==> src/rtl/fifo_credit_tx.sv <==
// Credit-based push generator: accepts upstream valid/ready words and issues
// registered push strobes into a DEPTH-entry FIFO, spending one credit per push.
module fifo_credit_tx #(
  parameter  int DEPTH = 8,
  parameter  int DW    = 32,
  localparam int CW    = $clog2(DEPTH + 1)
) (
  input  logic          clk,
  input  logic          rst_n,
  input  logic          in_valid,
  input  logic [DW-1:0] in_data,
  output logic          in_ready,
  output logic          push,
  output logic [DW-1:0] push_data,
  input  logic          pop,
  input  logic          err_clr,
  output logic [CW-1:0] credits,
  output logic          stalled,
  output logic          credit_err
);

  typedef enum logic [1:0] {
    ST_INIT  = 2'd0,
    ST_RUN   = 2'd1,
    ST_STALL = 2'd2
  } state_e;

  localparam logic [CW-1:0] DEPTH_C = CW'(DEPTH);

  state_e        state_q,      state_d;
  logic [CW-1:0] credits_q,    credits_d;
  logic          push_q,       push_d;
  logic [DW-1:0] push_data_q,  push_data_d;
  logic          stalled_q,    stalled_d;
  logic          credit_err_q, credit_err_d;

  logic active;
  logic full_credit;
  logic accept;
  logic pop_ok;
  logic err_set;

  // Pops are only honoured once out of INIT; a pop with every credit already
  // home is an overflow unless an accept spends one in the same cycle.
  assign active      = (state_q != ST_INIT);
  assign full_credit = (credits_q == DEPTH_C);
  assign in_ready    = (state_q == ST_RUN) && (credits_q != '0);
  assign accept      = in_valid && in_ready;
  assign pop_ok      = active && pop && (!full_credit || accept);
  assign err_set     = active && pop && full_credit && !accept;

  // NOTE: every signal assigned here gets a default first, so no path can
  // leave one unassigned and infer a latch.
  always_comb begin
    state_d      = state_q;
    credits_d    = credits_q;
    push_d       = accept;
    push_data_d  = accept ? in_data : push_data_q;
    credit_err_d = err_set | (credit_err_q & ~err_clr);

    unique case (state_q)
      ST_INIT: state_d = ST_RUN;
      ST_RUN, ST_STALL: begin
        credits_d = credits_q - CW'(accept) + CW'(pop_ok);
        state_d   = (credits_d == '0) ? ST_STALL : ST_RUN;
      end
      default: state_d = ST_INIT;
    endcase

    stalled_d = (state_d == ST_STALL);
  end

  // NOTE: state registers use non-blocking assignments so every flop samples
  // the pre-edge values regardless of process ordering.
  always_ff @(posedge clk or negedge rst_n) begin
    if (!rst_n) begin
      state_q      <= ST_INIT;
      credits_q    <= DEPTH_C;
      push_q       <= 1'b0;
      push_data_q  <= '0;
      stalled_q    <= 1'b0;
      credit_err_q <= 1'b0;
    end else begin
      state_q      <= state_d;
      credits_q    <= credits_d;
      push_q       <= push_d;
      push_data_q  <= push_data_d;
      stalled_q    <= stalled_d;
      credit_err_q <= credit_err_d;
    end
  end

  assign push       = push_q;
  assign push_data  = push_data_q;
  assign credits    = credits_q;
  assign stalled    = stalled_q;
  assign credit_err = credit_err_q;

  // Credits never leave 0..DEPTH, and a word is never offered a slot it lacks.
  a_credit_range : assert property (@(posedge clk) disable iff (!rst_n)
    credits_q <= DEPTH_C);
  a_ready_has_credit : assert property (@(posedge clk) disable iff (!rst_n)
    in_ready |-> (credits_q != '0));
  a_stall_means_empty : assert property (@(posedge clk) disable iff (!rst_n)
    stalled_q |-> (credits_q == '0));

endmodule

==> config.mk <==
export PLATFORM = sky130hd
export DESIGN_NAME = fifo_credit_tx
export DESIGN_NICKNAME = d
export VERILOG_FILES = /design/src/rtl/fifo_credit_tx.sv
export SDC_FILE = /design/constraint.sdc
export NUM_CORES = 1
export LEC_CHECK = 0
export CAP_MARGIN = 10
export CORE_MARGIN = 3
export CORE_UTILIZATION = 43
export CTS_BUF_LIST = sky130_fd_sc_hd__clkbuf_2
export DETAILED_ROUTE_END_ITERATION = 8
export GPL_TIMING_DRIVEN = 1
export PLACE_DENSITY = 0.88
export SYNTH_ARGS = -nofsm -noshare
export SYNTH_HDL_FRONTEND = slang
export SYNTH_SLANG_ARGS = --single-unit
==> constraint.sdc <==
create_clock -name clk -period 3.9 [get_ports clk]
set_input_delay 0.975 -clock clk [delete_from_list [all_inputs] [get_ports clk]]
set_output_delay 0.975 -clock clk [all_outputs]
set_load 0.02 [all_outputs]
Yosys cells after proc, flatten, opt, wreduce, memory -nomap -nowiden
Cells that the tools add are included.

Output and inout bits: 40. Register bits after elaboration: 41.

Multiplexer cells: 2. $add $sub $neg: 2. Reduce and logical (&&, ||, !) cells: 14. Bitwise gates (word level): 3. Eq/ne operators: 4.

Operators by type and width (count): $logic_and A1 B1 Y1 (6); $add A4 B1 Y4 (1); $eq A2 B2 Y1 const B (2); $eq A4 B4 Y1 const B (1); $logic_not A4 Y1 (1); $pmux W2 S2 (1); $reduce_bool A4 Y1 (1); $sub A4 B1 Y4 (1); $eq A2 B1 Y1 const B (1); $logic_not A1 Y1 (2); $logic_not A2 Y1 (1); $mux W2 (1); $reduce_bool A2 Y1 (1); $reduce_or A2 Y1 (1); $and A1 B1 Y1 (1); $logic_or A1 B1 Y1 (1); $not A1 Y1 (1); $or A1 B1 Y1 (1).

Logic depth before layout (Yosys ltp)
Word-level depth: 10. Depth in mapped cells: 10. Gate-level depth less buffers: 10.

Worst setup path after synthesis
No wires, ideal clock.

Path type: reg-to-reg. From: register credits_q[2], in the netlist credits[2]. To: register state_q[0]. Buffers on the path: 0. Slack: 1.050 ns. Clock period less this slack: 2.850 ns. Stages on the path, launching flop included: 11. Data arrival time: 2.729 ns. Required time: 3.778 ns. Cell sequence: dfrtp_1 > inv_1 > ha_1 > or3b_4 > nand4_1 > a21bo_2 > ha_1 > fa_1 > nor3b_1 > nand4bb_1 > a32o_1.

Longest elaborated chain between the ends: 9. Elaborated cells between the ends (all ways): 12. Those cells by class: add/sub: 2; eq/ne: 1; mux: 2; reduce/logical: 7.

Ends and longest elaborated chain: start: declaration (line 31) `logic [CW-1:0] credits_q, credits_d;`; start signal: assignment (line 85) `credits_q <= credits_d;`; parallel branches: the longest is 5 deep, another holds $sub A4 B1 Y4; $add A4 B1 Y4 (*) (line 64) `credits_d = credits_q - CW'(accept) + CW'(pop_ok);`; $logic_not A4 Y1 (*) (line 65) `state_d = (credits_d == '0) ? ST_STALL : ST_RUN;`; $mux W2 (*) (line 65); $pmux W2 S2 (*) (line 61) `unique case (state_q)`; net state_d[0] (line 30) `state_e state_q, state_d;`; end signal: assignment (line 84) `state_q <= state_d;`; end: declaration (line 30).

Mark *: on every way through the listed nets, which the timed path passes. A chain may end at the register's enable or synchronous reset.

Worst setup path in the final report
From: register credits_q[2], in the netlist credits[2]. To: output in_ready.

Longest elaborated chain between the ends: 2.

Ends and longest elaborated chain: $reduce_bool A4 Y1 (line 47) `assign in_ready = (state_q == ST_RUN) && (credits_q != '0);`; $logic_and A1 B1 Y1 (line 47); end: declaration (line 12) `output logic in_ready,`.

Every way passes these cells.

==> out/metrics.cfg <==
[status]
status = finished, final reports clean

[sta]
hold_viol = 0
setup_tns_ns = 0
period_share_pct = 82.6
grt_setup_unrepaired = false
finalCriticalPeriod_ns = 3.22
setup_viol = 0
slew_headroom_pct = 41.3
drv_slew = 0
skew_ns = 0.00771
setup_ws_ns = 0.679
tightestPinTransition_ns = 0.880
max_freq_mhz = 310
holdWs_ns = 0.530

[floorplanning]
die_x_um = 70.7
core_um2 = 3850
ios = 77
start_util_pct = 46.7
rows = 22
fp.dieArea_um2 = 5000
die_h_um = 70.7

[grt]
grt_pass1_wl_um = 6670
grt-ovfl-total = 0
grt_max_degree = 42
grt_use_total_pct = 17.3
antenna_found_initial = 0
grt_pass1_vias = 1335

[power]
power_leakage_uw = 0.00111
fin_total_pwr_uw = 2250
p_per_area_nw_per_um2 = 862
ir_drop_mv = 0.353

[cts]
post_cts_buffers = 0
clkSinkCount = 41
insertion_delay_ns = 0.39
cts_tree = yes
hold_buffers = 0
clockBufferDepth = 2
cts_root_buf = clkbuf_2
cts_resized = 0
h-tree-depth = 2
cts_buffers = 5
clk_pin_slew_ns = 0.18

[logic_synthesis]
yosysWarnings = 0
synth_area_leaders = dfrtp_1 56%, mux2_2 21%, ha_1 5.6%, dfstp_2 1.5%, inv_1 1.5%
netlist_instances = 125
ys_seq_area_share_pct = 57.1
async_flop_share_pct = 100
syn_nets = 171
syn_area_um2 = 1800
synth_top_cell_by_area = dfrtp_1
synth_ff_type = dfrtp_1
synth_seq_cells = 41
synth_top_area_share_pct = 55.6
avgSynthCellArea_um2 = 14.4
synth_cell_types = 34
synth_edf_count = 0

[drt]
route.vias.total = 1257
drc = 0
post_drt_wl_per_cell_um = 16.7
wl_met2_um = 2160
drtIter0Drc = 49
via_per_inst = 5.01
top_layer = met4
m1WireLength_um = 1670
routed_wl_um = 4200
antenna_left = 0
wl_met3_um = 305
dr.pass1.iters = 4

[cells_and_area]
num-nets-final = 250
diodes = 0
multiInputGateArea_um2 = 704
seq_area_um2 = 1030
nFillCells = 266
final_common_cell = clkdlybuf4s50_1
drive_gt1_share_pct = 22.7
final_cell_mix = 75 x clkdlybuf4s50_1, 40 x dfrtp_1, 33 x mux2_2
area_growth_pct = 44.9

[worst_setup_path]
critPathMaxFanout = 4
critical_path_class = reg2out
cp-start-kind = flip-flop
crit_arrival_ns = 2.25
endpoint_kind = output pin
cp.required_ns = 2.92

[place]
place_hpwl_um = 3220
pre_cts_ws_ns = 0.444
port_buffers = 76
gp_congestion = 0.796

[worst_hold_path]
min_path_type = reg2reg

[run]
max_cap_violations = 0

worst max-delay path: stages (launching register included):
cell	delay, ns
dfrtp_1	0.44
inv_1	0.11
ha_1	0.16
or3b_4	0.41
and2_1	0.18
clkdlybuf4s50_1	0.55
cell usage after synthesis, drive strengths merged (2+ instances only):
master  number
ha           8
dfrtp       40
a21oi        2
mux2        33
nand2        3
a31oi        2
o21ai        2
nor2         3
buf          3
inv          8
where the power goes:
part / total (uW) / leakage, uW / internal, uW / switching [uW]
sequential: 755 / 0.000483 / 636 / 118
combinational: 1330 / 0.000604 / 688 / 642
clock: 162 / 0.0000247 / 36.5 / 126
total: 2250 / 0.00111 / 1360 / 886
flip-flops by register name, indices dropped and copies added, names as in the netlist:
register and count:
push 1, credit_err 1, state_q 2, push_data 32, stalled 1, credits 4
area by class of cell:
type                            instances  area share, %
Timing Repair Buffer                   76           29.0
Multi-Input combinational cell         72           27.0
Clock buffer                            5          0.960
Sequential cell                        41           39.4
Tap cell                               48           2.30
Clock inverter                          1          0.192
Inverter                                8           1.15
cells by family (layout without fill, tap and decap cells):
family | after synthesis | count (layout) | share of synthesized area [%]
adders and majority gates | 9 | 9 | 6.68
AOI/OAI and AO/OA | 12 | 12 | 5.08
DFF | 41 | 41 | 57.1
buffers and inverters | 12 | 90 | 3.75
and+or+nand+nor | 17 | 17 | 6.26
xor gates and xnor gates | 1 | 1 | 0.487
muxes | 33 | 33 | 20.7
layer usage:
layer,vias up,global-route usage (%)
met5,-,0
met4,0,6.26
met3,6,5.11
met2,54,29.7
met1,603,20.6
li1,594,-
path summary, 6_finish.rpt:
path,slack [ns],from,cells after the start,to
worst max-delay path,0.68,credits[2],5,in_ready
worst min-delay path,0.53,push_data[3],1,push_data[3]
worst max register to register,0.88,credits[2],10,stalled
worst min register to register,0.53,push_data[3],1,push_data[3]
max in group asynchronous,2.69,rst_n,1,push_data[30]
min in group asynchronous,0.67,rst_n,1,push_data[6]
per-stage QoR:
step | std cells | instance area, um^2 | utilization (%)
after floorplan | 125 | 1800 | -
after global placement | 245 | 2580 | 66.9
after detailed placement | 245 | 2580 | 66.9
after CTS | 251 | 2610 | 67.7
after global routing | 251 | 2610 | 67.7
final | 251 | 2610 | 67.7
Note: power is estimated with default switching activity, not from simulation.
==> patch 1: new RTL, same settings <==
`DW`: 32 -> 36.
--- a/src/rtl/fifo_credit_tx.sv
+++ b/src/rtl/fifo_credit_tx.sv
@@ -3,5 +3,5 @@
 module fifo_credit_tx #(
   parameter  int DEPTH = 8,
-  parameter  int DW    = 32,
+  parameter  int DW    = 36,
   localparam int CW    = $clog2(DEPTH + 1)
 ) (
Ports: changed (resized in_data and push_data); port bits go from 77 to 85. The function was not compared with the original's and may differ.
==> patch 1 against the original RTL <==
  * Setup slack got worse by 0.026 ns
  * Total power increased by 11%
  * Sequential power increased by 8.9%
  * Global-route usage decreased by 0.58 points
  * Critical path depth unchanged
  * Synthesized area increased by 8.1%
  * Cell area increased by 10%
  * Clock power increased by 60%
  * Wire length increased by 0.19%
  * Sequential cell count increased by 4
  * Critical endpoint unchanged
  * Largest cell class unchanged
  * Highest routed layer unchanged
==> patch 1: results <==
export IMPL_outcome="finished clean"
export IMPL_m1WireLength_mm=1.868
export IMPL_peakVddDrop_v=0.0005229
export IMPL_wl_mm=4.206
export IMPL_p_leak_nw=1.218
export IMPL_arrival_ns=2.27
export IMPL_post_dp_cell_area_um2=2805
export IMPL_grt_pass1_wl_mm=6.762
export IMPL_multi_input_area_um2=749.5
export IMPL_dpl_hpwl_mm=3.145
export IMPL_vias=1321
export IMPL_viasPerCell=4.875
export IMPL_power_density_nw_per_um2=866.7
export IMPL_clk_share=0.02309
export IMPL_r2r_end="state_q[0]"
export IMPL_combPwrFrac=0.566
export IMPL_rrSetupSlack_ns=0.90
export IMPL_whs_ns=0.5320
export IMPL_drt_iter0_drc=61
export IMPL_wl_met2_mm=1.908
export IMPL_layout_drive_gt1_share=0.2308
export IMPL_track_usage=0.1673
export IMPL_num_nonclk_buffers=84
export IMPL_gp_congestion=0.7955
export IMPL_clk_latency_ns=0.41
export IMPL_ys_seq_area_frac=0.5798
export IMPL_io_buffers=84
export IMPL_p_int_w=0.001546
export IMPL_synthTopCellsByCount="44 x dfrtp_1, 37 x mux2_2, 8 x ha_1, 7 x inv_1"
export IMPL_route_met3_wl_um=369
export IMPL_clkTransAtPathRegs_ns=0.24
export IMPL_grt_start_max_net_pins=46
export IMPL_grt_pass1_vias=1303
export IMPL_postCtsSetupBuffers=0
export IMPL_finClkSkew_ns=0.02055
export IMPL_grt_util_met1=0.2323
export IMPL_hold_depth=1
export IMPL_worstHoldEndpoint="push_data[13]"
export IMPL_final_nets=270
export IMPL_gr_usage_met2=0.2532
export IMPL_slowest_delay_ns=0.53
export IMPL_synth_area_leaders="dfrtp_1 57%, mux2_2 21%, ha_1 5.1%"
export IMPL_die_w_um=73.25
export IMPL_largest_reg_flops=36
export IMPL_max_slew_margin=0.3507
export IMPL_fillCellCount=307
export IMPL_multi_input_gates=76
export IMPL_syn_num_nets=183
export IMPL_synth_cells=133
export IMPL_drt_pass1_iter_count=4
export IMPL_seqCellArea_um2=1127
export IMPL_dp_cells=263
export IMPL_powerClk_w=0.000259
export IMPL_cts_sinks=45
export IMPL_bufAreaShareNonClock=0.2911
export IMPL_dp_slack_ns=0.4786
export IMPL_worstHoldStart="push_data[13]"
export IMPL_synthToLayoutAreaGrowth_pct=47.68
export IMPL_use_met3=0.04132
## patch 1: cell types whose count changed in the layout (fill, tap and decap cells not counted)
cell,unedited run,this run
clkinv_1,0,1
clkinvlp_4,0,1
clkinv_2,1,0
dfrtp_1,40,44
bufinv_16,0,1
mux2_2,33,37
clkdlybuf4s50_1,75,83
## patch 1: kinds of logic (layout without fill, tap and decap cells)
family,after synthesis,in the layout,synth area share
DFF,45,45,0.5798
muxes,37,37,0.2143
and+or+nand+nor,17,17,0.05793
AOI/OAI and AO/OA,12,12,0.04698
buffers and inverters,12,100,0.03475
adders and majority gates,9,9,0.06178
xor gates and xnor gates,1,1,0.004505
## patch 1: worst max path at each step
stage | startpoint | endpoint | slack (ns) | cells after the start
floorplan | credits[2] | state_q[0] | 1.05 | 10
global placement | pop | state_q[0] | 0.57 | 9
detailed placement | pop | state_q[0] | 0.48 | 9
CTS | credits[2] | in_ready | 0.60 | 5
global route | credits[2] | in_ready | 0.49 | 5
finish | credits[2] | in_ready | 0.65 | 5
==> patch 2: new RTL, config.mk and constraints unchanged <==
Made on the original files. Encoding of `state_e`: now one-hot (3 bits for 3 states).
--- a/src/rtl/fifo_credit_tx.sv
+++ b/src/rtl/fifo_credit_tx.sv
@@ -20,8 +20,8 @@
 );
 
-  typedef enum logic [1:0] {
-    ST_INIT  = 2'd0,
-    ST_RUN   = 2'd1,
-    ST_STALL = 2'd2
+  typedef enum logic [2:0] {
+    ST_INIT  = 3'b001,
+    ST_RUN   = 3'b010,
+    ST_STALL = 3'b100
   } state_e;
 
Function: no difference found for any inputs over 10 cycles, from zero or initial values and one cycle with rst_n low; not proved beyond that.
==> patch 2 against the original RTL <==
  * Setup slack improved by 0.0077 ns
  * Critical endpoint unchanged
  * Wire length grew 7.0%
  * Sequential share of layout area down 1.7 points
  * First-iteration DRC count increased by 6.1%
  * Highest routed layer unchanged
  * Synthesized area grew 9.0%
  * Sequential cell count is 1 higher
  * Cell area increased by 7.2%
  * Total power up 11%
  * Fmax up 0.24%
==> patch 2: results <==
export IMPL_synth_distinct_cells=37
export IMPL_clk_latency_ns=0.39
export IMPL_crit_fanout=4
export IMPL_arrival_ns=2.24
export IMPL_insertedDiodeCount=0
export IMPL_largest_reg_flops=32
export IMPL_gp_congestion=0.7718
export IMPL_peakVddDrop_v=0.0005059
export IMPL_cpMaxStageDelayCell="dfstp_2"
export IMPL_cts_resized=0
export IMPL_ys_seq_area_frac=0.5373
export IMPL_synth_area_per_cell_um2=15.08
export IMPL_layout_drive_gt1_share=0.2249
export IMPL_synthTopCellsByCount="40 x dfrtp_1, 29 x mux2_4, 9 x inv_1, 5 x ha_1, 4 x a21oi_1"
export IMPL_grt_pass1_vias=1423
export IMPL_dp_slack_ns=0.3735
export IMPL_io_buffers=76
export IMPL_wl_mm=4.493
export IMPL_viasPerCell=5.143
export IMPL_p_leak_nw=1.302
export IMPL_synth_area_leaders="dfrtp_1 51%, mux2_4 22%, ha_1 3.2%"
export IMPL_syn_num_nets=173
export IMPL_drt_pass1_iter_count=4
export IMPL_antenna_found_initial=0
export IMPL_cts_buffers=5
export IMPL_postCtsSetupBuffers=0
export IMPL_outcome="finished clean"
export IMPL_yosysWarnings=0
export IMPL_grt_start_max_net_pins=43
export IMPL_async_reset_ff_frac=1.000
export IMPL_dp_cells=252
export IMPL_dpl_hpwl_mm=3.441
export IMPL_cts_path_max_buffers=2
export IMPL_grt_pass1_wl_mm=7.320
export IMPL_finClkSkew_ns=0.01127
export IMPL_min_path_type="reg2reg"
export IMPL_drt_iter0_drc=52
export IMPL_max_slew_margin=0.4060
export IMPL_track_usage=0.1801
export IMPL_hold_depth=1
export IMPL_vias=1332
export IMPL_clkTransAtPathRegs_ns=0.18
export IMPL_worstRegToRegCells=11
export IMPL_cts_root_buffer="clkbuf_2"
export IMPL_slowest_delay_ns=0.62
[patch 2: cell types whose count changed in the layout (fill, tap and decap cells not counted), sizes merged, moves of 2 or more]
| cell | before | now |
|---|---|---|
| a21oi | 2 | 4 |
| nand3 | 1 | 3 |
| ha | 8 | 5 |
| o21a | 0 | 2 |
[patch 2: worst paths after layout]
path	slack, ns	startpoint	to
max in group asynchronous	2.67	rst_n	credits[0]
hold / removal	0.53	push_data[8]	push_data[8]
setup / recovery	0.69	credits[3]	in_ready
min in group asynchronous	0.67	rst_n	push_data[15]
hold reg to reg	0.53	push_data[8]	push_data[8]
setup reg to reg	0.74	credits[2]	state_q[1]
[patch 2: metal layers]
layer,vias to the layer above,GRT usage,part of all wire
li1,616,-,-
met1,653,0.2312,0.44
met2,59,0.2923,0.47
met3,4,0.05472,0.085
met4,0,0.05433,0.0073
met5,-,0,0
[patch 2: kinds of logic after synthesis]
family	count (synthesis)	share of synthesized area
muxes	33	0.2451
xor gates and xnor gates	2	0.008936
AOI/OAI and AO/OA	16	0.06063
adders and majority gates	6	0.04212
and+or+nand+nor	18	0.06766
DFF	42	0.5373
buffers and inverters	13	0.03829
[patch 2: cell type report]
class	instances	area, um2
multi-input cells	75	832.0
repair buffers	76	755.7
clock buffers	5	25.02
flip-flops and latches	42	1054
fillers	317	1405
well taps	50	62.56
inverters	9	33.78
clock inverters	2	33.78
[patch 2: power breakdown]
part	switching [W]	total (W)	internal, W
clock	0.000133	0.000236	0.000103
combinational	0.000654	0.00145	0.000794
sequential	0.000146	0.000800	0.000654
[patch 2: per-stage QoR]
| stage | hold slack (ns) | cell area (um2) |
|---|---|---|
| after CTS | 0.5389 | 2796 |
| after global placement | 0.4861 | 2738 |
| final | 0.5339 | 2796 |
| after floorplan | 0.5589 | 1961 |
| after global routing | 0.5494 | 2796 |
| after detailed placement | 0.4960 | 2738 |
[patch 2: worst max-delay path: cells and delay by family (launching register included)]
kind,cells,cell delay [ns]
adder cells (fa/ha/maj),1,0.19
buffers and inverters,2,0.65
flip-flops,1,0.62
AND/OR/NAND/NOR,2,0.39
